[config.mk]
export PLATFORM = sky130hd
export DESIGN_NAME = mem_access_ctrl
export DESIGN_NICKNAME = d
export VERILOG_FILES = /design/src/rtl/mem_access_ctrl.sv
export SDC_FILE = /design/constraint.sdc
export NUM_CORES = 1
export LEC_CHECK = 0
export ABC_AREA = 1
export BUFFER_PORTS_ARGS = -buffer_cell sky130_fd_sc_hd__buf_2
export CORE_ASPECT_RATIO = 0.75
export CORE_MARGIN = 4
export CORE_UTILIZATION = 51
export CTS_BUF_LIST = sky130_fd_sc_hd__clkbuf_8
export DETAILED_ROUTE_END_ITERATION = 8
export GPL_ROUTABILITY_DRIVEN = 1
export GPL_TIMING_DRIVEN = 0
export PLACE_DENSITY_LB_ADDON = 0.12
export SKIP_LAST_GASP = 1
export SLEW_MARGIN = 20
export SYNTH_ARGS = -nofsm -noshare
export SYNTH_HDL_FRONTEND = slang
export SYNTH_SLANG_ARGS = --single-unit
[constraint.sdc]
create_clock -name clock -period 2.42 [get_ports clock]
set_clock_uncertainty 0.05 [all_clocks]
set_input_delay 0.242 -clock clock [delete_from_list [all_inputs] [get_ports clock]]
set_output_delay 0.242 -clock clock [all_outputs]
set_load 0.05 [all_outputs]
[src/rtl/mem_access_ctrl.sv]
// -----------------------------------------------------------------------------
// mem_access_ctrl
//   Initiator side of the word-addressed memory interface. Takes one read or
//   write request at a time from the CPU control unit (MAR/MDR path), presents
//   address/data to the memory one cycle before the strobe, holds them stable
//   while the strobe is active, captures read data and signals completion with
//   a single-cycle done pulse. Out-of-range addresses complete immediately with
//   err and never touch the memory.
//
// Ports
//   clock         in   1       system clock, rising edge
//   reset_n       in   1       asynchronous active-low reset
//   req           in   1       request, sampled only while idle
//   wr            in   1       1 = write, 0 = read (sampled with req)
//   addr          in   ADDR_W  word address (sampled with req)
//   wdata         in   DATA_W  write data (sampled with req)
//   busy          out  1       high whenever a request is in flight
//   done          out  1       one-cycle completion pulse
//   err           out  1       high with done for an out-of-range address
//   rdata         out  DATA_W  last read data, held until the next read completes
//   mem_address   out  ADDR_W  address to memory
//   mem_data_in   out  DATA_W  write data to memory
//   mem_read      out  1       memory read strobe
//   mem_write     out  1       memory write strobe
//   mem_data_out  in   DATA_W  read data from memory
// -----------------------------------------------------------------------------
module mem_access_ctrl #(
  parameter int DATA_W      = 32,
  parameter int ADDR_W      = 32,
  parameter int DEPTH       = 512,
  parameter int WAIT_CYCLES = 1
) (
  input  logic              clock,
  input  logic              reset_n,
  input  logic              req,
  input  logic              wr,
  input  logic [ADDR_W-1:0] addr,
  input  logic [DATA_W-1:0] wdata,
  output logic              busy,
  output logic              done,
  output logic              err,
  output logic [DATA_W-1:0] rdata,
  output logic [ADDR_W-1:0] mem_address,
  output logic [DATA_W-1:0] mem_data_in,
  output logic              mem_read,
  output logic              mem_write,
  input  logic [DATA_W-1:0] mem_data_out
);

  // The counter only has to reach WAIT_CYCLES-1; keep at least one bit.
  localparam int CNT_W = (WAIT_CYCLES > 1) ? $clog2(WAIT_CYCLES) : 1;
  localparam logic [CNT_W-1:0]  CNT_LOAD   = CNT_W'(WAIT_CYCLES - 1);
  localparam logic [ADDR_W-1:0] ADDR_LIMIT = ADDR_W'(DEPTH);

  typedef enum logic [2:0] {
    S_IDLE   = 3'd0,
    S_SETUP  = 3'd1,
    S_ACCESS = 3'd2,
    S_DONE   = 3'd3,
    S_ERR    = 3'd4
  } state_e;

  state_e            state_q,   state_d;
  logic [CNT_W-1:0]  cnt_q,     cnt_d;
  logic              wr_q,      wr_d;
  logic              busy_q,    busy_d;
  logic              done_q,    done_d;
  logic              err_q,     err_d;
  logic [DATA_W-1:0] rdata_q,   rdata_d;
  logic [ADDR_W-1:0] maddr_q,   maddr_d;
  logic [DATA_W-1:0] mwdata_q,  mwdata_d;
  logic              mrd_q,     mrd_d;
  logic              mwr_q,     mwr_d;

  logic addr_in_range;
  assign addr_in_range = (addr < ADDR_LIMIT);

  // Every output is a flop; the next-state logic computes the value each
  // output must carry in the coming state, so strobes cannot glitch.
  always_comb begin
    state_d  = state_q;
    cnt_d    = cnt_q;
    wr_d     = wr_q;
    rdata_d  = rdata_q;
    maddr_d  = maddr_q;
    mwdata_d = mwdata_q;
    done_d   = 1'b0;
    err_d    = 1'b0;
    mrd_d    = 1'b0;
    mwr_d    = 1'b0;

    case (state_q)
      S_IDLE: begin
        if (req) begin
          wr_d     = wr;
          maddr_d  = addr;
          mwdata_d = wdata;
          if (addr_in_range) begin
            state_d = S_SETUP;
          end else begin
            // Illegal address: complete straight away, memory untouched.
            state_d = S_ERR;
            done_d  = 1'b1;
            err_d   = 1'b1;
          end
        end
      end

      S_SETUP: begin
        // Address/data have been stable for a cycle; raise the strobe now.
        state_d = S_ACCESS;
        cnt_d   = CNT_LOAD;
        mrd_d   = ~wr_q;
        mwr_d   = wr_q;
      end

      S_ACCESS: begin
        if (cnt_q == '0) begin
          state_d = S_DONE;
          done_d  = 1'b1;
          if (!wr_q) begin
            rdata_d = mem_data_out;
          end
        end else begin
          cnt_d = cnt_q - CNT_W'(1);
          mrd_d = ~wr_q;
          mwr_d = wr_q;
        end
      end

      S_DONE: begin
        state_d = S_IDLE;
      end

      S_ERR: begin
        state_d = S_IDLE;
      end

      default: begin
        state_d = S_IDLE;
      end
    endcase

    busy_d = (state_d != S_IDLE);
  end

  always_ff @(posedge clock or negedge reset_n) begin
    if (!reset_n) begin
      state_q  <= S_IDLE;
      cnt_q    <= '0;
      wr_q     <= 1'b0;
      busy_q   <= 1'b0;
      done_q   <= 1'b0;
      err_q    <= 1'b0;
      rdata_q  <= '0;
      maddr_q  <= '0;
      mwdata_q <= '0;
      mrd_q    <= 1'b0;
      mwr_q    <= 1'b0;
    end else begin
      state_q  <= state_d;
      cnt_q    <= cnt_d;
      wr_q     <= wr_d;
      busy_q   <= busy_d;
      done_q   <= done_d;
      err_q    <= err_d;
      rdata_q  <= rdata_d;
      maddr_q  <= maddr_d;
      mwdata_q <= mwdata_d;
      mrd_q    <= mrd_d;
      mwr_q    <= mwr_d;
    end
  end

  assign busy        = busy_q;
  assign done        = done_q;
  assign err         = err_q;
  assign rdata       = rdata_q;
  assign mem_address = maddr_q;
  assign mem_data_in = mwdata_q;
  assign mem_read    = mrd_q;
  assign mem_write   = mwr_q;

endmodule

=== Word-level counts from Yosys, hierarchy flattened ===
Cells that the tools add are included.

* Flip-flop bits (word level): 106
* Bits of input ports: 100
* Logic and storage cells: 37

* Muxes and demuxes: 15
* Bitwise gates (word level): 2
* $add $sub $neg: 1
* Magnitude comparators: 1
* Reduce and logical (&&, ||, !) cells: 5
* Eq/ne operators: 2

{| class="wikitable"
|+ Operator list
! operator !! count
|-
| $lt 32x10->1 const B || 1
|-
| $mux 3 || 3
|-
| $pmux 3 s3 || 1
|-
| $pmux 1 s2 || 4
|-
| $mux 1 || 7
|-
| $eq 3x1->1 const B || 1
|-
| $eq 3x2->1 const B || 1
|-
| $logic_not 3->1 || 1
|-
| $reduce_and 3->1 || 1
|-
| $reduce_bool 3->1 || 1
|-
| $not 1->1 || 2
|-
| $reduce_and 2->1 || 1
|-
| $reduce_bool 2->1 || 1
|-
| $sub 1x1->1 const B || 1
|}

=== Logic depth before layout (Yosys ltp) ===
Gate-level depths: netlist of run 1.

* Depth after elaboration: 5
* Gate-level depth with buffers: 8
* Depth with buffers taken out: 7

=== Worst setup path before layout of run 1 ===
No wires, ideal clock.

* Path type: reg-to-reg
* From: register state_q[2]
* To: register rdata_q[10], in the netlist rdata[10]
* Arrival: 1.148 ns
* Slack: 1.097 ns
* Library setup time: 0.125 ns
* Period minus slack after synthesis: 1.323 ns
* Cell stages (with the launch flop): 7
* Required time: 2.245 ns
* Cell sequence: dfrtp_1 nor2_1 nand2_1 inv_2 nand2_4 buf_6 mux2_4

* Longest elaborated chain between the ends: 2

{| class="wikitable"
|+ Ends and longest elaborated chain
! element !! RTL line !! RTL
|-
| from (decl) || 63 || <nowiki>state_e state_q, state_d;</nowiki>
|-
| from (signal assigned) || 161 || <nowiki>state_q <= state_d;</nowiki>
|-
| $eq 3x2->1 || 92 || <nowiki>case (state_q)</nowiki>
|-
| $reduce_and 3->1 (no line) || -- ||
|-
| to (signal assigned) || 167 || <nowiki>rdata_q <= rdata_d;</nowiki>
|-
| to (decl) || 69 || <nowiki>logic [DATA_W-1:0] rdata_q, rdata_d;</nowiki>
|}

Every way passes these cells.
A chain may end at the register's enable or synchronous reset.

=== Final worst setup path of run 1 ===
* From: register state_q[2]
* To: register mwdata_q[13], in the netlist mem_data_in[13]

* Longest elaborated chain between the ends: 2

{| class="wikitable"
|+ Ends and longest elaborated chain
! element !! RTL line !! RTL
|-
| $logic_not 3->1 || 92 ||
|-
| $reduce_and 2->1 (no line) || -- ||
|-
| to (signal assigned) || 169 || <nowiki>mwdata_q <= mwdata_d;</nowiki>
|-
| to (decl) || 71 || <nowiki>logic [DATA_W-1:0] mwdata_q, mwdata_d;</nowiki>
|}

Every way passes these cells.

==> results.txt, run 1 <==
Outcome: finished clean
GR Overflow Total: 0
Pwr Total: 0.00420 W
Pwr per Cell Area: 766 mW/mm^2
Fmax: 636 MHz
Post-route cell area: 0.00548 mm^2
Fin crit period: 1570 ps
Internal: 0.00262 W
Hold crit path type: in2reg
Netlist area before placement: 0.00413 mm^2
Mapped Avg Cell Area: 10.6 um^2
First-pass GRT wire length: 16,200 um
P&R area growth vs syn: 32.9%
Routed vias: 3,333
Comb power frac: 28.3%
I/O pins: 201
Seq cells post-synth: 105
Clock tree from TritonCTS: done
Worst R2R Start: state_q[2]$_DFF_PN0_
Worst-Margin Slew: 507 ps
Die Y: 85.9 um
Required @ worst endpoint: 2610 ps
Max Cap Violations: 0
Syn Nets: 491
Xor and xnor area share after synthesis: 0%
Seq/Total Area, Yosys: 63.7%
Post-synthesis simple-gate area fraction: 20.9%
Clock Sink Count: 105
Clock Latency Late Sink: 350 ps
Startpoint types: register
Seq pwr share: 48.0%
Critical Path Start: state_q[2]$_DFF_PN0_
Placed instance area: 0.00529 mm^2
RePlAce Congestion: 0.853
DP HPWL: 7640 um
Synthesized instance count: 391
YS warnings: 0
Adder-cell share of the synthesized area: 0%
Top cell by count, worst path: nand2_1
Largest stage delay, worst path: 380 ps
Full die area: 0.00961 mm^2
Nets: 704
CP endpoint kind: register
Met1 Usage GRT: 28.2%
M2 GR Usage: 33.6%
Port Buf Inserts: 200
DR WL/cell: 14.0 um
Max Slew Vio Count: 0
# fillers: 642
Worst Path Arrival: 1760 ps
Worst hold slack: 26.4 ps
Number of global-route vias before repair: 3,347
Die width: 112 um
Final clock period utilization by the worst path: 65.0%
Met3 Track Usage GR: 7.26%
Critical path type: reg2reg
CTS HTree Levels: 3
Clock transition at the registers of the reported paths: 100 ps
Share of cells above drive strength 1: 44.0%
Sw Ratio: 37.6%
R2r setup slk: 850 ps
Pleak: 3.25 nW
Clk pwr share: 23.8%
Gr busiest metal: met2
Total GRT Usage: 21.1%
DP Worst Slack: 819 ps
Max FO, Critical Path: 10
WL final: 10,000 um
Post-route DRC: 0
CP Cell Sequence: nor2_1, nand2_1, nor2_2, inv_2, buf_6, buf_2, nand2_1, nand2_1
CTS Buffer Depth: 2
Final WS setup: 848 ps
Root Driver: clkbuf_8
Std-Cell Rows: 28
Final Hold Vio Count: 0
Final setup viols: 0
Antenna violations before repair: 0
Slowest CP cell: dfrtp_1
ANT cells: 0
VDD IR-drop max: 0.000387 V
Iteration count of the initial detailed-routing pass: 6
Largest family of logic cells by synthesized area: simple AND/OR/NAND/NOR gates
Clock buffer count from CTS: 9
Post-synthesis mux area share: 11.5%
Worst hold start: wdata[4]
DR iter-0 viols: 166
Yosys cell types: 17
Largest net degree at the start of global routing: 55
Slew HR: 66.2%
Post_cts resized: 0
Vias per inst: 4.67
Setup TNS: 0 ps
RSZ-0062 raised after global routing: false
Compound-Gate Fraction of Synth Area: 0.364%
Antenna viol nets, final: 0
Starting Density: 52.4%
Core area: 0.00788 mm^2
Switching power: 0.00158 W
==> final timing paths <==
kind | endpoint | depth (start not counted)
min in group asynchronous | rdata[16]$_DFFE_PN0P_ | 2
min reg2reg | mem_read$_DFF_PN0_ | 1
min | mem_data_in[4]$_DFFE_PN0P_ | 3
max reg2reg | mem_data_in[13]$_DFFE_PN0P_ | 8
max in group asynchronous | mem_address[28]$_DFFE_PN0P_ | 3
max | mem_data_in[13]$_DFFE_PN0P_ | 8
==> cells by family (layout without fill, tap and decap cells) <==
kind of cell	Yosys count	after routing
DFF	105	105
muxes	32	32
AOI/OAI and AO/OA	3	3
buffers and inverters	25	243
and+or+nand+nor	226	226
==> synth_stat cells <==
library cell / instances / share of area (%)
a21oi_1: 1 / 0.12
inv_1: 6 / 0.55
buf_4: 4 / 0.73
clkbuf_1: 1 / 0.091
inv_2: 2 / 0.18
mux2_4: 30 / 11
buf_6: 4 / 1.1
buf_2: 8 / 0.97
dfrtp_1: 105 / 64
o21ai_0: 2 / 0.24
nor2_2: 1 / 0.15
nand2_1: 203 / 18
mux2_2: 2 / 0.55
nand2_4: 1 / 0.27
nand3_1: 1 / 0.12
nand3b_1: 1 / 0.18
nor2_1: 19 / 1.7
==> worst max-delay path, delay by kind of cell, from the launching register on <==
kind                   cells  cell delay (ps)
DFF                        1              380
buffers and inverters      3              400
and+or+nand+nor            5              640
==> area by class of cell <==
class                      count  area, um^2  area share (%)
tap                          105         131            2.40
timing repair buffer         202        1040            19.1
clock inverter                 6        42.5           0.776
inverter                       8        30.0           0.548
multi-input combinational    261        1350            24.6
sequential                   105        2630            47.9
clock buffer                  10         138            2.51
buffer                        17         119            2.17
==> sequential cells by signal (all words and copies together) (netlist names) <==
| signal | cells |
|---|---|
| done | 1 |
| wr_q | 1 |
| mem_read | 1 |
| rdata | 32 |
| state_q | 3 |
| mem_data_in | 32 |
| mem_address | 32 |
| mem_write | 1 |
| busy | 1 |
| err | 1 |
==> power groups by stage <==
stage	Clock, W	Sequential, W	Combinational [W]
floorplan	0	0.00265	0.000212
global placement	0	0.00204	0.00117
detailed placement	0	0.00205	0.00120
CTS	0.00103	0.00202	0.00120
global route	0.00112	0.00204	0.00126
finish	0.000998	0.00202	0.00119
==> metrics by stage <==
stage / util [%] / instances
2_1_floorplan: - / 391
3_3_place_gp: 66.7 / 696
3_5_place_dp: 67.2 / 697
4_1_cts: 69.6 / 714
5_1_grt: 69.6 / 714
6_report: 69.6 / 714
==> cell usage in the layout, fill, tap and decap left out <==
cell type	count
a21oi_1	1
buf_16	1
buf_2	207
buf_4	4
buf_6	5
clkbuf_1	1
clkbuf_8	10
clkinv_2	1
clkinv_4	1
clkinvlp_4	1
dfrtp_1	105
dlygate4sd3_1	1
inv_1	7
inv_2	2
inv_6	2
mux2_2	2
mux2_4	30
nand2_1	203
nand2_4	1
nand3_1	1
nand3b_1	1
nor2_1	19
nor2_2	1
o21ai_0	2
==> per-layer routing <==
metal / wire [um] / vias up / part of all wire (%)
li1: - / 1623 / -
met1: 4280 / 1569 / 43
met2: 4810 / 133 / 48
met3: 859 / 8 / 8.6
met4: 78 / 0 / 0.78
met5: 0 / - / 0
==> repair_timing <==
item,4_1_cts,5_1_grt
hold endpoints to repair,53,0
setup endpoints to repair,0,0
hold buffers,1,0
buffers inserted,0,0
No activity file was read; power rests on OpenSTA's default activity.
==> inputs of run 2 (changes only) <==
- CORE_UTILIZATION: 51 -> 43
- clock period: 2.42 -> 1.4 ns (I/O delays scaled with it)
==> results.txt, run 2 (synthesis gave the netlist of run 1 again) <==
Placed instance area: 0.00532 mm^2 (+0.54%)
DR iter-0 viols: 170 (+2.4%)
Max FO, Critical Path: 10 (unchanged)
Clock transition at the registers of the reported paths: 100 ps (about the same)
CP endpoint: rdata[5]$_DFFE_PN0P_
RSZ-0062 raised after global routing: true
Max Cap Violations: 0 (unchanged)
DP HPWL: 7510 um (-1.7%)
Hold crit path type: in2async
Slew HR: 67.2% (+0.98 points)
R2r endpoint: rdata[5]$_DFFE_PN0P_
Root Driver: clkbuf_8
Failing checks: setup timing
Clock Latency Late Sink: 360 ps (about the same)
CTS HTree Levels: 3 (unchanged)
Post-Place Cells: 720 (+3.3%)
R2r setup slk: -50 ps (-900 ps)
Most frequent cells in the layout: 201 x buf_2, 200 x nand2_1, 105 x dfrtp_1
ANT cells: 0 (unchanged)
Critical Path Start: state_q[2]$_DFF_PN0_
CTS Buffer Depth: 2 (unchanged)
First-pass GRT wire length: 18,900 um (+17%)
Worst-Margin Slew: 492 ps (-14.8 ps)
Antenna viol nets, final: 0 (unchanged)
Final WS setup: -51.6 ps (-900 ps)
Std-Cell Rows: 30 (+7.1%)
Vias per inst: 4.48 (-3.9%)
Commonest non-fill, non-tap cell in the layout: buf_2
VDD IR-drop max: 0.000729 V (+88%)
Clock buffer count from CTS: 9 (unchanged)
Largest net degree at the start of global routing: 56 (+1.8%)
Final instance count without filler cells: 840 (+18%)
# fillers: 652 (+1.6%)
Nets: 807 (+15%)
Final Hold Vio Count: 0 (unchanged)
RePlAce Congestion: 0.740 (-13%)
WL final: 12,000 um (+19%)
Final setup viols: 51 (+51)
Total GRT Usage: 21.2% (+0.072 points)
Worst hold slack: 226 ps (+200 ps)
Clock tree from TritonCTS: done
I/O pins: 201 (unchanged)
CP endpoint kind: register
Pwr per Cell Area: 1170 mW/mm^2 (+53%)
Fmax: 689 MHz (+8.3%)
Reg2Reg Depth: 6 (-2)
Outcome: finished with violations
GR Overflow Total: 0 (unchanged)
Final clock period utilization by the worst path: 104% (+39 points)
Port Buf Inserts: 200 (unchanged)
Startpoint types: register
Routed vias: 3,767 (+13%)
Clock Sink Count: 105 (unchanged)
P&R area growth vs syn: 62.4%
DP Worst Slack: -145 ps (-964 ps)
Starting Density: 44.9% (-7.5 points)
Share of cells above drive strength 1: 39.5% (-4.5 points)
Post-route cell area: 0.00670 mm^2 (+22%)
Pleak: 3.74 nW (+15%)
Required @ worst endpoint: 1600 ps (-1010 ps)
DR WL/cell: 14.2 um (+1.4%)
Full die area: 0.0112 mm^2 (+17%)
Die width: 121 um (+8.3%)
Die Y: 92.9 um (+8.1%)
Iteration count of the initial detailed-routing pass: 7 (+1)
Max Slew Vio Count: 0 (unchanged)
Worst Path Arrival: 1660 ps (-100 ps)
Post-route DRC: 0 (unchanged)
Fin crit period: 1450 ps (-120 ps)
Antenna violations before repair: 0 (unchanged)
Worst R2R Start: state_q[2]$_DFF_PN0_
Number of global-route vias before repair: 3,794 (+13%)
Core area: 0.00920 mm^2 (+17%)
Critical path type: reg2reg
[run 2: what timing repair did]
| item | CTS | global route |
|---|---|---|
| setup endpoints to repair | 90 | 98 |
| hold buffers | 98 | 0 |
| setup buffers | 3 | 2 |
| gates cloned | 0 | 1 |
| endpoints found under the hold margin | 147 | 0 |
| resized for setup | 19 | 16 |
| pin swaps | 3 | 4 |
[run 2: metrics by stage]
step | setup TNS (ps) | utilization (%) | total power, W
floorplan | 0 | - | 0.00496
global placement | -110440 | 57.5 | 0.00557
detailed placement | -7400 | 57.9 | 0.00561
CTS | -1640 | 71.9 | 0.00788
global route | -6250 | 72.9 | 0.00820
finish | -1360 | 72.9 | 0.00785
[run 2: power breakdown]
part,internal [W],switching (W),total (W)
combinational,0.000716,0.00161,0.00233
clock,0.00101,0.00101,0.00202
sequential,0.00333,0.000169,0.00350
[run 2: how the worst min path moves through the flow]
stage                     startpoint                     endpoint  slack [ps]  cells past startpoint
after floorplan              reset_n               busy$_DFF_PN0_        -210                      0
after global routing             req  mem_address[27]$_DFFE_PN0P_         240                      6
after detailed placement     reset_n        rdata[14]$_DFFE_PN0P_          70                      1
final                        reset_n        rdata[14]$_DFFE_PN0P_         230                      2
after global placement      wdata[1]   mem_data_in[1]$_DFFE_PN0P_         290                      3
after CTS                        req         state_q[0]$_DFF_PN0_         220                      6
[run 2: worst max-delay path, cell delays in order (launching register included)]
cell and delay (ps):
dfrtp_1 410, nor2_4 140, nand2_2 90, inv_4 90
nand2_8 80, buf_8 170, mux2_4 300
[run 2: layout make-up]
| class | count | area, um^2 | share of cell area (%) |
|---|---|---|---|
| clock buffer | 9 | 124 | 1.85 |
| multi-input combinational | 261 | 1390 | 20.7 |
| sequential | 105 | 2630 | 39.2 |
| tap | 128 | 160 | 2.39 |
| buffer | 17 | 198 | 2.95 |
| timing repair buffer | 305 | 2080 | 31.0 |
| inverter | 8 | 32.5 | 0.485 |
| clock inverter | 7 | 95.1 | 1.42 |
[run 2: layer usage]
metal  vias to the layer above  share of wire [%]  GRT usage [%]
met1                      1763                 42           27.2
met3                        19                7.1           5.80
met4                         0                1.7           6.16
met5                         -                  0              0
met2                       152                 49           35.3
li1                       1833                  -              -
